`src/rtl/uart_tx_cfg_if.sv`:
```
// uart_tx_cfg_if: word handshake, frame configuration and serial outputs of the UART transmitter
interface uart_tx_cfg_if #(
  parameter int WIDTH     = 8,
  parameter int DIV_WIDTH = 16
);
  logic [WIDTH-1:0]     i_data;
  logic                 i_valid;
  logic                 o_ready;
  logic [DIV_WIDTH-1:0] i_div;
  logic [1:0]           i_parity;
  logic                 i_stop2;
  logic                 o_tx;
  logic                 o_busy;
  modport master (
    output i_data, i_valid, i_div, i_parity, i_stop2,
    input  o_ready, o_tx, o_busy
  );
  modport slave (
    input  i_data, i_valid, i_div, i_parity, i_stop2,
    output o_ready, o_tx, o_busy
  );
endinterface

```
`src/rtl/uart_tx_cfg.sv`:
```
// uart_tx_cfg: runtime-configurable UART transmitter with zero-gap valid/ready streaming
module uart_tx_cfg #(
  parameter int WIDTH     = 8,
  parameter int DIV_WIDTH = 16
) (
  input logic          clk,
  input logic          i_reset,
  uart_tx_cfg_if.slave bus
);
  localparam int BW = $clog2(WIDTH + 1);
  typedef enum logic [2:0] {IDLE, START, DATA, PARITY, STOP} state_t;
  state_t               state, state_n;
  logic [DIV_WIDTH-1:0] cnt, cnt_n, div_q, div_n;
  logic [BW-1:0]        bit_cnt, bit_n;
  logic [WIDTH-1:0]     sh, sh_n;
  logic                 par_en, par_en_n, par_bit, par_bit_n, stop2, stop2_n, tx, tx_n;
  logic                 last, accept;
  assign last        = cnt == div_q - DIV_WIDTH'(1);
  assign bus.o_ready = (state == IDLE) || (state == STOP && last && bit_cnt == BW'(stop2));
  assign accept      = bus.i_valid && bus.o_ready;
  assign bus.o_busy  = state != IDLE;
  assign bus.o_tx    = tx;
  // next-state, counters, captured frame configuration and the registered line value
  always_comb begin
    state_n = state;
    unique case (state)
      IDLE:    if (accept) state_n = START;
      START:   if (last) state_n = DATA;
      DATA:    if (last && bit_cnt == BW'(WIDTH - 1)) state_n = par_en ? PARITY : STOP;
      PARITY:  if (last) state_n = STOP;
      STOP:    if (bus.o_ready) state_n = accept ? START : IDLE;
      default: state_n = IDLE;
    endcase
    cnt_n     = (accept || state == IDLE || last) ? '0 : cnt + DIV_WIDTH'(1);
    bit_n     = (state_n != state) ? '0
              : (last && (state == DATA || state == STOP)) ? bit_cnt + BW'(1) : bit_cnt;
    div_n     = accept ? ((bus.i_div < DIV_WIDTH'(2)) ? DIV_WIDTH'(2) : bus.i_div) : div_q;
    par_en_n  = accept ? ^bus.i_parity : par_en;
    par_bit_n = accept ? (^bus.i_data ^ bus.i_parity[1]) : par_bit;
    stop2_n   = accept ? bus.i_stop2 : stop2;
    sh_n      = accept ? bus.i_data : (state == DATA && last) ? sh >> 1 : sh;
    tx_n      = (state_n == START) ? 1'b0
              : (state_n == DATA) ? sh_n[0]
              : (state_n == PARITY) ? par_bit_n : 1'b1;
  end
  // state register; reset aborts any frame and forces the line high
  always_ff @(posedge clk) begin
    if (i_reset) begin
      state   <= IDLE;
      cnt     <= '0;
      bit_cnt <= '0;
      sh      <= '0;
      div_q   <= '0;
      par_en  <= 1'b0;
      par_bit <= 1'b0;
      stop2   <= 1'b0;
      tx      <= 1'b1;
    end else begin
      state   <= state_n;
      cnt     <= cnt_n;
      bit_cnt <= bit_n;
      sh      <= sh_n;
      div_q   <= div_n;
      par_en  <= par_en_n;
      par_bit <= par_bit_n;
      stop2   <= stop2_n;
      tx      <= tx_n;
    end
  end
endmodule
```
`src/flat_wrapper.sv`:
```
// flat-port wrapper written by rule: the top's interface ports become plain ports
module uart_tx_cfg_flat 
#(
  parameter int WIDTH     = 8,
  parameter int DIV_WIDTH = 16
)
  (clk, i_reset, bus_i_data, bus_i_valid, bus_i_div, bus_i_parity, bus_i_stop2, bus_o_ready, bus_o_tx, bus_o_busy);
  uart_tx_cfg_if #(.WIDTH(WIDTH), .DIV_WIDTH(DIV_WIDTH)) bus_i ();
  input logic clk;
  input logic i_reset;
  input wire logic [$bits(bus_i.i_data)-1:0] bus_i_data;
  input wire logic [$bits(bus_i.i_valid)-1:0] bus_i_valid;
  input wire logic [$bits(bus_i.i_div)-1:0] bus_i_div;
  input wire logic [$bits(bus_i.i_parity)-1:0] bus_i_parity;
  input wire logic [$bits(bus_i.i_stop2)-1:0] bus_i_stop2;
  output wire logic [$bits(bus_i.o_ready)-1:0] bus_o_ready;
  output wire logic [$bits(bus_i.o_tx)-1:0] bus_o_tx;
  output wire logic [$bits(bus_i.o_busy)-1:0] bus_o_busy;
  assign bus_i.i_data = bus_i_data;
  assign bus_i.i_valid = bus_i_valid;
  assign bus_i.i_div = bus_i_div;
  assign bus_i.i_parity = bus_i_parity;
  assign bus_i.i_stop2 = bus_i_stop2;
  assign bus_o_ready = bus_i.o_ready;
  assign bus_o_tx = bus_i.o_tx;
  assign bus_o_busy = bus_i.o_busy;
  uart_tx_cfg #(.WIDTH(WIDTH), .DIV_WIDTH(DIV_WIDTH)) u_core (.clk(clk), .i_reset(i_reset), .bus(bus_i));
endmodule
```
`config.mk`:
```
export PLATFORM = sky130hd
export DESIGN_NAME = uart_tx_cfg_flat
export DESIGN_NICKNAME = d
export VERILOG_FILES = /design/src/rtl/uart_tx_cfg_if.sv /design/src/rtl/uart_tx_cfg.sv /design/src/flat_wrapper.sv
export SDC_FILE = /design/constraint.sdc
export NUM_CORES = 1
export LEC_CHECK = 0
export BUFFER_PORTS_ARGS = -buffer_cell sky130_fd_sc_hd__buf_2
export CAP_MARGIN = 15
export CELL_PAD_IN_SITES_DETAIL_PLACEMENT = 0
export CELL_PAD_IN_SITES_GLOBAL_PLACEMENT = 1
export CORE_MARGIN = 5
export CORE_UTILIZATION = 43
export DETAILED_ROUTE_END_ITERATION = 10
export GPL_TIMING_DRIVEN = 0
export PLACE_DENSITY = 0.82
export SYNTH_ARGS = -nofsm -noshare
export SYNTH_HDL_FRONTEND = slang
export SYNTH_SLANG_ARGS = --single-unit
```
`constraint.sdc`:
```
create_clock -name clk -period 3.75 [get_ports clk]
set_input_delay 0.75 -clock clk [delete_from_list [all_inputs] [get_ports clk]]
set_output_delay 0.75 -clock clk [all_outputs]
set_load 0.05 [all_outputs]
```
### After elaboration in Yosys (flattened, before gate mapping)

Index checks and enable logic that the tools add are counted.

| word-level totals | value |
|---|---|
| bits in registers | 51 |
| bits of input ports | 30 |
| output and inout port bits | 3 |
| word-level logic and storage cells | 58 |

| operators by class | value |
|---|---|
| add/sub/neg operators | 3 |
| magnitude comparators | 1 |
| equality and inequality tests | 11 |
| multiplexer cells | 15 |
| bitwise logic cells | 1 |
| reduce and logical (&&, ||, !) cells | 17 |

Operator list:

| operator | number |
|---|---|
| $mux 3 | 6 |
| $add 16x1->16 const B | 1 |
| $eq 16x16->1 | 1 |
| $lt 16x2->1 const B | 1 |
| $mux 16 | 1 |
| $mux 8 | 2 |
| $sub 16x1->16 const B | 1 |
| $pmux 3 s5 | 1 |
| $eq 3x2->1 const B | 4 |
| $reduce_xor 8->1 | 1 |
| $eq 3x1->1 const B | 2 |
| $logic_and 1x1->1 | 6 |
| $mux 1 | 5 |
| $add 4x1->4 const B | 1 |
| $eq 4x1->1 | 1 |
| $eq 4x3->1 const B | 1 |
| $logic_or 1x1->1 | 4 |
| $reduce_or 2->1 | 2 |
| $eq 3x3->1 const B | 1 |
| $logic_not 3->1 | 1 |
| $ne 3x3->1 | 1 |
| $reduce_bool 3->1 | 1 |
| $reduce_bool 2->1 | 1 |
| $reduce_xor 2->1 | 1 |
| $xor 1x1->1 | 1 |

### Longest topological paths before layout

Gate-level depths: netlist of the first run.

| depth | value |
|---|---|
| word-level depth | 13 |
| depth in mapped cells | 14 |
| gate-level depth less buffers | 11 |

### Worst setup path before layout of the first run

No wires, ideal clock.

| path | value |
|---|---|
| kind | reg2out |
| from | register u_core.div_q[0] |
| to | output port bus_o_ready |
| data arrival time | 3.225 ns |
| required time | 3.000 ns |
| slack | -0.225 ns |
| cell stages (with the launch flop) | 11 |
| buffers on the path | 1 |
| cells stage by stage | dfxtp_1 -> inv_1 -> ha_1 -> clkbuf_1 -> nor3b_1 -> nand4b_1 -> o22a_1 -> a222oi_1 -> o2111a_2 -> a21oi_2 -> nor3_1 |

| on the way | value |
|---|---|
| longest elaborated chain between the ends | 5 |

RTL lines:

| what | RTL line | source |
|---|---|---|
| start: declaration | uart_tx_cfg.sv:13 | `logic [DIV_WIDTH-1:0] cnt, cnt_n, div_q, div_n;` |
| start signal: assignment | uart_tx_cfg.sv:63 | `div_q <= div_n;` |
| $sub 16x1->16 | uart_tx_cfg.sv:18 | `assign last = cnt == div_q - DIV_WIDTH'(1);` |
| $eq 16x16->1 | uart_tx_cfg.sv:18 |  |
| $logic_and 1x1->1 (2 in a row) | uart_tx_cfg.sv:19 | `assign bus.o_ready = (state == IDLE) \|\| (state == STOP && last && bit_cnt == BW'(stop2));` |
| $logic_or 1x1->1 | uart_tx_cfg.sv:19 |  |
| end: declaration | flat_wrapper.sv:16 | `output wire logic [$bits(bus_i.o_ready)-1:0] bus_o_ready;` |

No other way between the ends.

### Worst setup path after layout of the first run

| path | value |
|---|---|
| from | register u_core.div_q[5] |
| to | output port bus_o_ready |

Same word-level chain as after synthesis.

==> flow_summary.yaml, run 1 <==
clock_tree:
  cts_inserted_buffers: 5
  cts.htree.levels: 2
  clk_pin_slew_ns: 0.10
  clock_path_buffers: 2
  tritoncts: "done"
  clk_latency_ns: 0.31
  tritoncts_num_sinks: 51
  hold_buffers: 0
  clockRootBuffer: "clkbuf_8"
sta:
  layout_worst_path_cycle_share_pct: 95.0
  tightest_slew_ns: 0.774
  min_period_ns: 3.56
  report.final.hold_viol_count: 0
  max-slew-margin-rel_pct: 47.7
  timing.final.setup_violations: 0
  fin_clk_skew_ns: 0.0117
  timing_max_transition_violations_final: 0
  finalSetupTns_ns: 0
  fin_ws_ns: 0.188
  maxClockFrequency_ghz: 0.281
  rsz_0062_raised_after_global_routing: "yes"
global_routing:
  grt_pass1_wl_microns: 11400
  grt_max_degree: 18
  grt_remaining_overflow: 0
  number_of_antenna_violations_at_the_first_check_in_global_routing: 0
  via_count_of_the_first_global_routing_pass: 2480
  grt_use_total_pct: 16.3
placement:
  post-dp-hpwl_microns: 5070
  post_dp_cell_area_sq_mm: 0.00311
  io_buffer_count: 32
  preCtsSetupSlack_ns: 0.0947
  gp_routability_congestion: 0.838
synthesis:
  post_synth_inst_count: 346
  dominantRegCellSynth: "dfxtp_1"
  yosys_register_bits: 51
  async_s_r_ff_share_synth_pct: 0
  net_count_after_synthesis: 379
  yosysUniqueCellTypes: 55
  yosysSeqAreaShare_pct: 35.9
  postSynthAreaPerCell_sq_um: 8.23
  synth-edff-count: 0
  yosys_warnings: 0
  netlist_area_sq_mm: 0.00285
setup_path:
  critical_path.startpoint_type: "flop"
  cp_data_arrival_time_ns: 2.81
  timing_worst_setup_path_type: "reg -> out"
  regToRegSetupSlack_ns: 0.39
  required_ns: 3.00
  cp_max_fo: 6
  worstSetupEndpointType: "output port"
detailed_routing:
  num_vias: 2552
  ant_nets: 0
  drt_iter0_markers: 108
  drt_first_pass_iters: 4
  vias_per_cell: 5.46
  drt_drc_violations_left: 0
  avgRoutedWirePerCell_microns: 14.6
  finalWirelength_microns: 6820
layout:
  final_area_sq_mm: 0.00328
  area_growth_pct: 15.1
  antenna_cells: 0
  fin_nets: 422
  layout-drive-gt1-share_pct: 17.9
floorplanning:
  start_util_pct: 44.6
  ports: 33
  coreArea_sq_mm: 0.00639
  fp-row-count: 29
  die-height_microns: 91.4
  die_width_microns: 91.4
  total_die_area_sq_mm: 0.00835
status:
  run_status: "complete, no violations"
job:
  max_capacitance_violation_count: 0
pwr:
  vdd.ir_drop.worst_uv: 234
  powerDensity_mw_per_mm2: 359
  leakage_uw: 0.00126
min_path:
  min-delay-path-class: "reg -> reg"
==> cells in the final DEF, fill, tap and decap left out, types with 8 or more instances in the layout <==
cell type   n
dfxtp_1    50
nor2_1     44
nand2_1    40
buf_2      32
xnor2_1    24
xor2_1     22
a21oi_1    22
nand3_1    16
a211oi_1   13
clkbuf_1   12
nor3_1      8
==> flip-flops by register name, indices dropped and copies added (netlist names) <==
| register | count |
|---|---|
| u_core.bus.o_tx | 1 |
| u_core.bit_cnt | 4 |
| u_core.par_en | 1 |
| u_core.div_q | 16 |
| u_core.stop2 | 1 |
| u_core.par_bit | 1 |
| u_core.sh | 8 |
| u_core.state | 3 |
| u_core.cnt | 16 |
==> routing by layer <==
| metal | global-route usage [%] | vias to the layer above | share of wire (%) |
|---|---|---|---|
| li1 | - | 1308 | - |
| met1 | 21.4 | 1183 | 46 |
| met2 | 26.9 | 53 | 48 |
| met3 | 3.22 | 8 | 4.1 |
| met4 | 4.89 | 0 | 1.6 |
| met5 | 0 | - | 0 |
==> metrics by stage <==
step | hold slack, ns | util [%] | total power [uW] | cells
6_report | 0.482 | 51.3 | 1180 | 467
4_1_cts | 0.484 | 50.6 | 1170 | 465
2_1_floorplan | 0.447 | - | 768 | 346
5_1_grt | 0.515 | 51.3 | 1240 | 467
3_3_place_gp | 0.463 | 48.7 | 829 | 455
3_5_place_dp | 0.467 | 48.7 | 833 | 455
==> timing repair <==
action	4_1_cts	5_1_grt
setup endpoints to repair	1	5
pin swaps	2	5
setup buffers	3	2
resized for setup	2	8
==> worst max-delay path: stages, from the launching register on <==
cell      delay, ns
dfxtp_1        0.37
nor4_4         0.44
nand4_1        0.18
or4_1          0.51
a222oi_1       0.25
o2111a_2       0.29
a21oi_2        0.11
nor3_2         0.17
buf_6          0.18
==> synth_stat cells, types with 3 or more instances <==
cell | n | area share, %
a211oi_1 | 13 | 3.4
a21oi_1 | 22 | 3.9
a41oi_1 | 3 | 0.92
and3_1 | 5 | 1.1
clkbuf_1 | 13 | 1.7
dfxtp_1 | 51 | 36
ha_1 | 3 | 1.3
inv_1 | 7 | 0.92
mux2i_1 | 7 | 2.5
nand2_1 | 40 | 5.3
nand3_1 | 16 | 2.8
nand3b_1 | 3 | 0.79
nand4_1 | 4 | 0.88
nor2_1 | 44 | 5.8
nor2b_1 | 3 | 0.66
nor3_1 | 10 | 1.8
nor3b_1 | 3 | 0.79
nor4_1 | 6 | 1.3
o21ai_0 | 4 | 0.70
xnor2_1 | 24 | 7.4
xor2_1 | 22 | 6.8
==> power by group <==
part | internal, uW | total, uW | switching (uW)
registers | 566 | 590 | 24.6
logic | 113 | 253 | 140
clock network | 135 | 333 | 197
total | 814 | 1180 | 362
==> final cells by class <==
| type | instances | area [sq um] |
|---|---|---|
| clock inverters | 3 | 23.8 |
| inverters | 7 | 26.3 |
| flip-flops and latches | 51 | 1020 |
| well taps | 77 | 96.3 |
| multi-input cells | 271 | 1760 |
| repair buffers | 37 | 204 |
| fillers | 643 | 3110 |
| clock buffers | 5 | 68.8 |
| plain buffers | 16 | 76.3 |
==> path summary, 6_finish.rpt <==
check | from | endpoint | cells past startpoint
worst max-delay path | u_core.div_q[5]$_SDFFE_PP0P_ | bus_o_ready | 8
worst min register to register | u_core.sh[7]$_SDFFE_PP0P_ | u_core.sh[7]$_SDFFE_PP0P_ | 2
worst max register to register | u_core.div_q[0]$_SDFFE_PP0P_ | u_core.bus.o_tx$_SDFF_PP1_ | 12
worst min-delay path | u_core.sh[7]$_SDFFE_PP0P_ | u_core.sh[7]$_SDFFE_PP0P_ | 2
==> kinds of logic after synthesis <==
logic type,count (synthesis),share of synthesized area (%)
compound gates,62,15.0
mux,9,3.25
xor+xnor,46,14.1
flops,51,35.9
simple gates,151,26.7
buf+inv,24,3.73
fa+ha+maj,3,1.32
(Power assumes the default switching activity.)
==> run 2: changes to the inputs <==
--- a/config.mk
+++ b/config.mk
@@ -11,6 +11,7 @@
 export CELL_PAD_IN_SITES_GLOBAL_PLACEMENT = 1
 export CORE_MARGIN = 5
 export CORE_UTILIZATION = 43
+export CTS_BUF_LIST = sky130_fd_sc_hd__clkbuf_16
 export DETAILED_ROUTE_END_ITERATION = 10
 export GPL_TIMING_DRIVEN = 0
 export PLACE_DENSITY = 0.82
==> flow_summary.yaml, run 2 (synthesis results as in run 1) <==
floorplanning:
  coreArea_sq_mm: 0.00639
  ports: 33
  die-height_microns: 91.4
  fp-row-count: 29
  start_util_pct: 44.6
  die_width_microns: 91.4
  total_die_area_sq_mm: 0.00835
clock_tree:
  clk_latency_ns: 0.29
  tritoncts: "done"
  hold_buffers: 0
  clock_path_buffers: 2
  cts.htree.levels: 2
  cts_inserted_buffers: 5
  clk_pin_slew_ns: 0.07
  clockRootBuffer: "clkbuf_16"
  tritoncts_num_sinks: 51
min_path:
  min-delay-path-class: "reg -> reg"
  hold-path-cell-count: 2
detailed_routing:
  finalWirelength_microns: 7110
  num_vias: 2602
  vias_per_cell: 5.56
  drt_drc_violations_left: 0
  ant_nets: 0
  drt_first_pass_iters: 4
  drt_iter0_markers: 121
  avgRoutedWirePerCell_microns: 15.2
job:
  max_capacitance_violation_count: 0
setup_path:
  timing_worst_setup_path_type: "reg -> out"
  worstSetupEndpointType: "output port"
  critical_path.startpoint_type: "flop"
  worst_r2r_path_depth: 12
  cp_data_arrival_time_ns: 2.92
  cp_max_fo: 6
  required_ns: 3.00
layout:
  final_cell_mix: "50 x dfxtp_1, 44 x nor2_1, 40 x nand2_1, 32 x buf_2, 24 x xnor2_1"
  layout-drive-gt1-share_pct: 18.4
  final_area_sq_mm: 0.00335
  antenna_cells: 0
  fin_nets: 423
  top_regs: "u_core.cnt x16, u_core.div_q x16, u_core.sh x8"
  area_growth_pct: 17.7
  mostFrequentLayoutCell: "dfxtp_1"
sta:
  max-slew-margin-rel_pct: 48.9
  timing_max_transition_violations_final: 0
  layout_worst_path_cycle_share_pct: 97.9
  timing.final.setup_violations: 0
  maxClockFrequency_ghz: 0.272
  report.final.hold_viol_count: 0
  min_period_ns: 3.67
  fin_clk_skew_ns: 0.00665
  tightest_slew_ns: 0.757
  fin_worst_hold_slack_ns: 0.476
placement:
  gp_routability_congestion: 0.838
  io_buffer_count: 32
  post-dp-hpwl_microns: 5070
  post_dp_cell_area_sq_mm: 0.00311
global_routing:
  grt_pass1_wl_microns: 11700
  grt_use_total_pct: 16.8
  via_count_of_the_first_global_routing_pass: 2477
  grt_max_degree: 18
  grt_remaining_overflow: 0
  number_of_antenna_violations_at_the_first_check_in_global_routing: 0
status:
  run_status: "complete, no violations"
pwr:
  powerDensity_mw_per_mm2: 391
  internal_power_uw: 933
  report.power.total_uw: 1310
  vdd.ir_drop.worst_uv: 276
  power_switching_share_pct: 28.8
  leakage_uw: 0.00130
  switching_power_uw: 378
  pwr-share-comb_pct: 19.9
  pwr-share-seq_pct: 45.1
  pwr-share-clk_pct: 35.0
## run 2: cell types whose count changed in the layout (fill, tap and decap cells not counted), sizes merged
cell | previous run | this run
buf | 40 | 41
## run 2: layout make-up
class                   instances  area, sq um
repair buffers                 38          211
plain buffers                  16         76.3
flip-flops and latches         51         1020
inverters                       7         26.3
fillers                       638         3040
multi-input cells             271         1770
clock inverters                 3         23.8
clock buffers                   5          125
well taps                      77         96.3
## run 2: power groups by stage
| stage | combinational, uW | sequential [uW] | clock (uW) |
|---|---|---|---|
| 6_report | 261 | 592 | 459 |
| 5_1_grt | 287 | 594 | 495 |
| 4_1_cts | 240 | 589 | 472 |
| 3_5_place_dp | 232 | 601 | 0 |
| 3_3_place_gp | 229 | 600 | 0 |
| 2_1_floorplan | 170 | 598 | 0 |
## run 2: through the flow
step,std cells,setup slack (ns),utilization (%),TNS (ns)
after floorplan,346,0.205,-,0
after global placement,455,0.154,48.7,0
after detailed placement,455,0.0947,48.7,0
after CTS,465,0.0428,51.5,0
after global routing,468,-0.0685,52.5,-0.0685
final,468,0.0778,52.5,0
## run 2: per-layer routing
metal / up-vias / share of wire, % / GRT usage (%)
met3: 10 / 3.9 / 3.47
met5: - / 0 / 0
met2: 60 / 49 / 27.9
met1: 1216 / 46 / 22.0
met4: 0 / 1.6 / 4.77
li1: 1316 / - / -
## run 2: critical path, cell delays in order, from the launching register on
cell and delay, ns:
dfxtp_1 0.36, nor4_4 0.44, buf_4 0.18, buf_4 0.10, nand4b_1 0.11, o22a_1 0.25, a222oi_1 0.35, o2111a_2 0.30
a21oi_2 0.11, nor3_2 0.25, buf_6 0.19
## run 2: timing repair
action                                  CTS  global route
gates resized for setup                   2            10
pin swaps                                 2             6
endpoints found under the hold margin     0             0
endpoints found under the setup margin    1             3
buffers inserted                          3             3
## run 2: worst paths after layout
path / slack (ns) / startpoint / end
worst max-delay path: 0.08 / u_core.div_q[5]$_SDFFE_PP0P_ / bus_o_ready
worst min-delay path: 0.48 / u_core.sh[7]$_SDFFE_PP0P_ / u_core.sh[7]$_SDFFE_PP0P_
worst max register to register: 0.37 / u_core.div_q[5]$_SDFFE_PP0P_ / u_core.bus.o_tx$_SDFF_PP1_
worst min register to register: 0.48 / u_core.sh[7]$_SDFFE_PP0P_ / u_core.sh[7]$_SDFFE_PP0P_
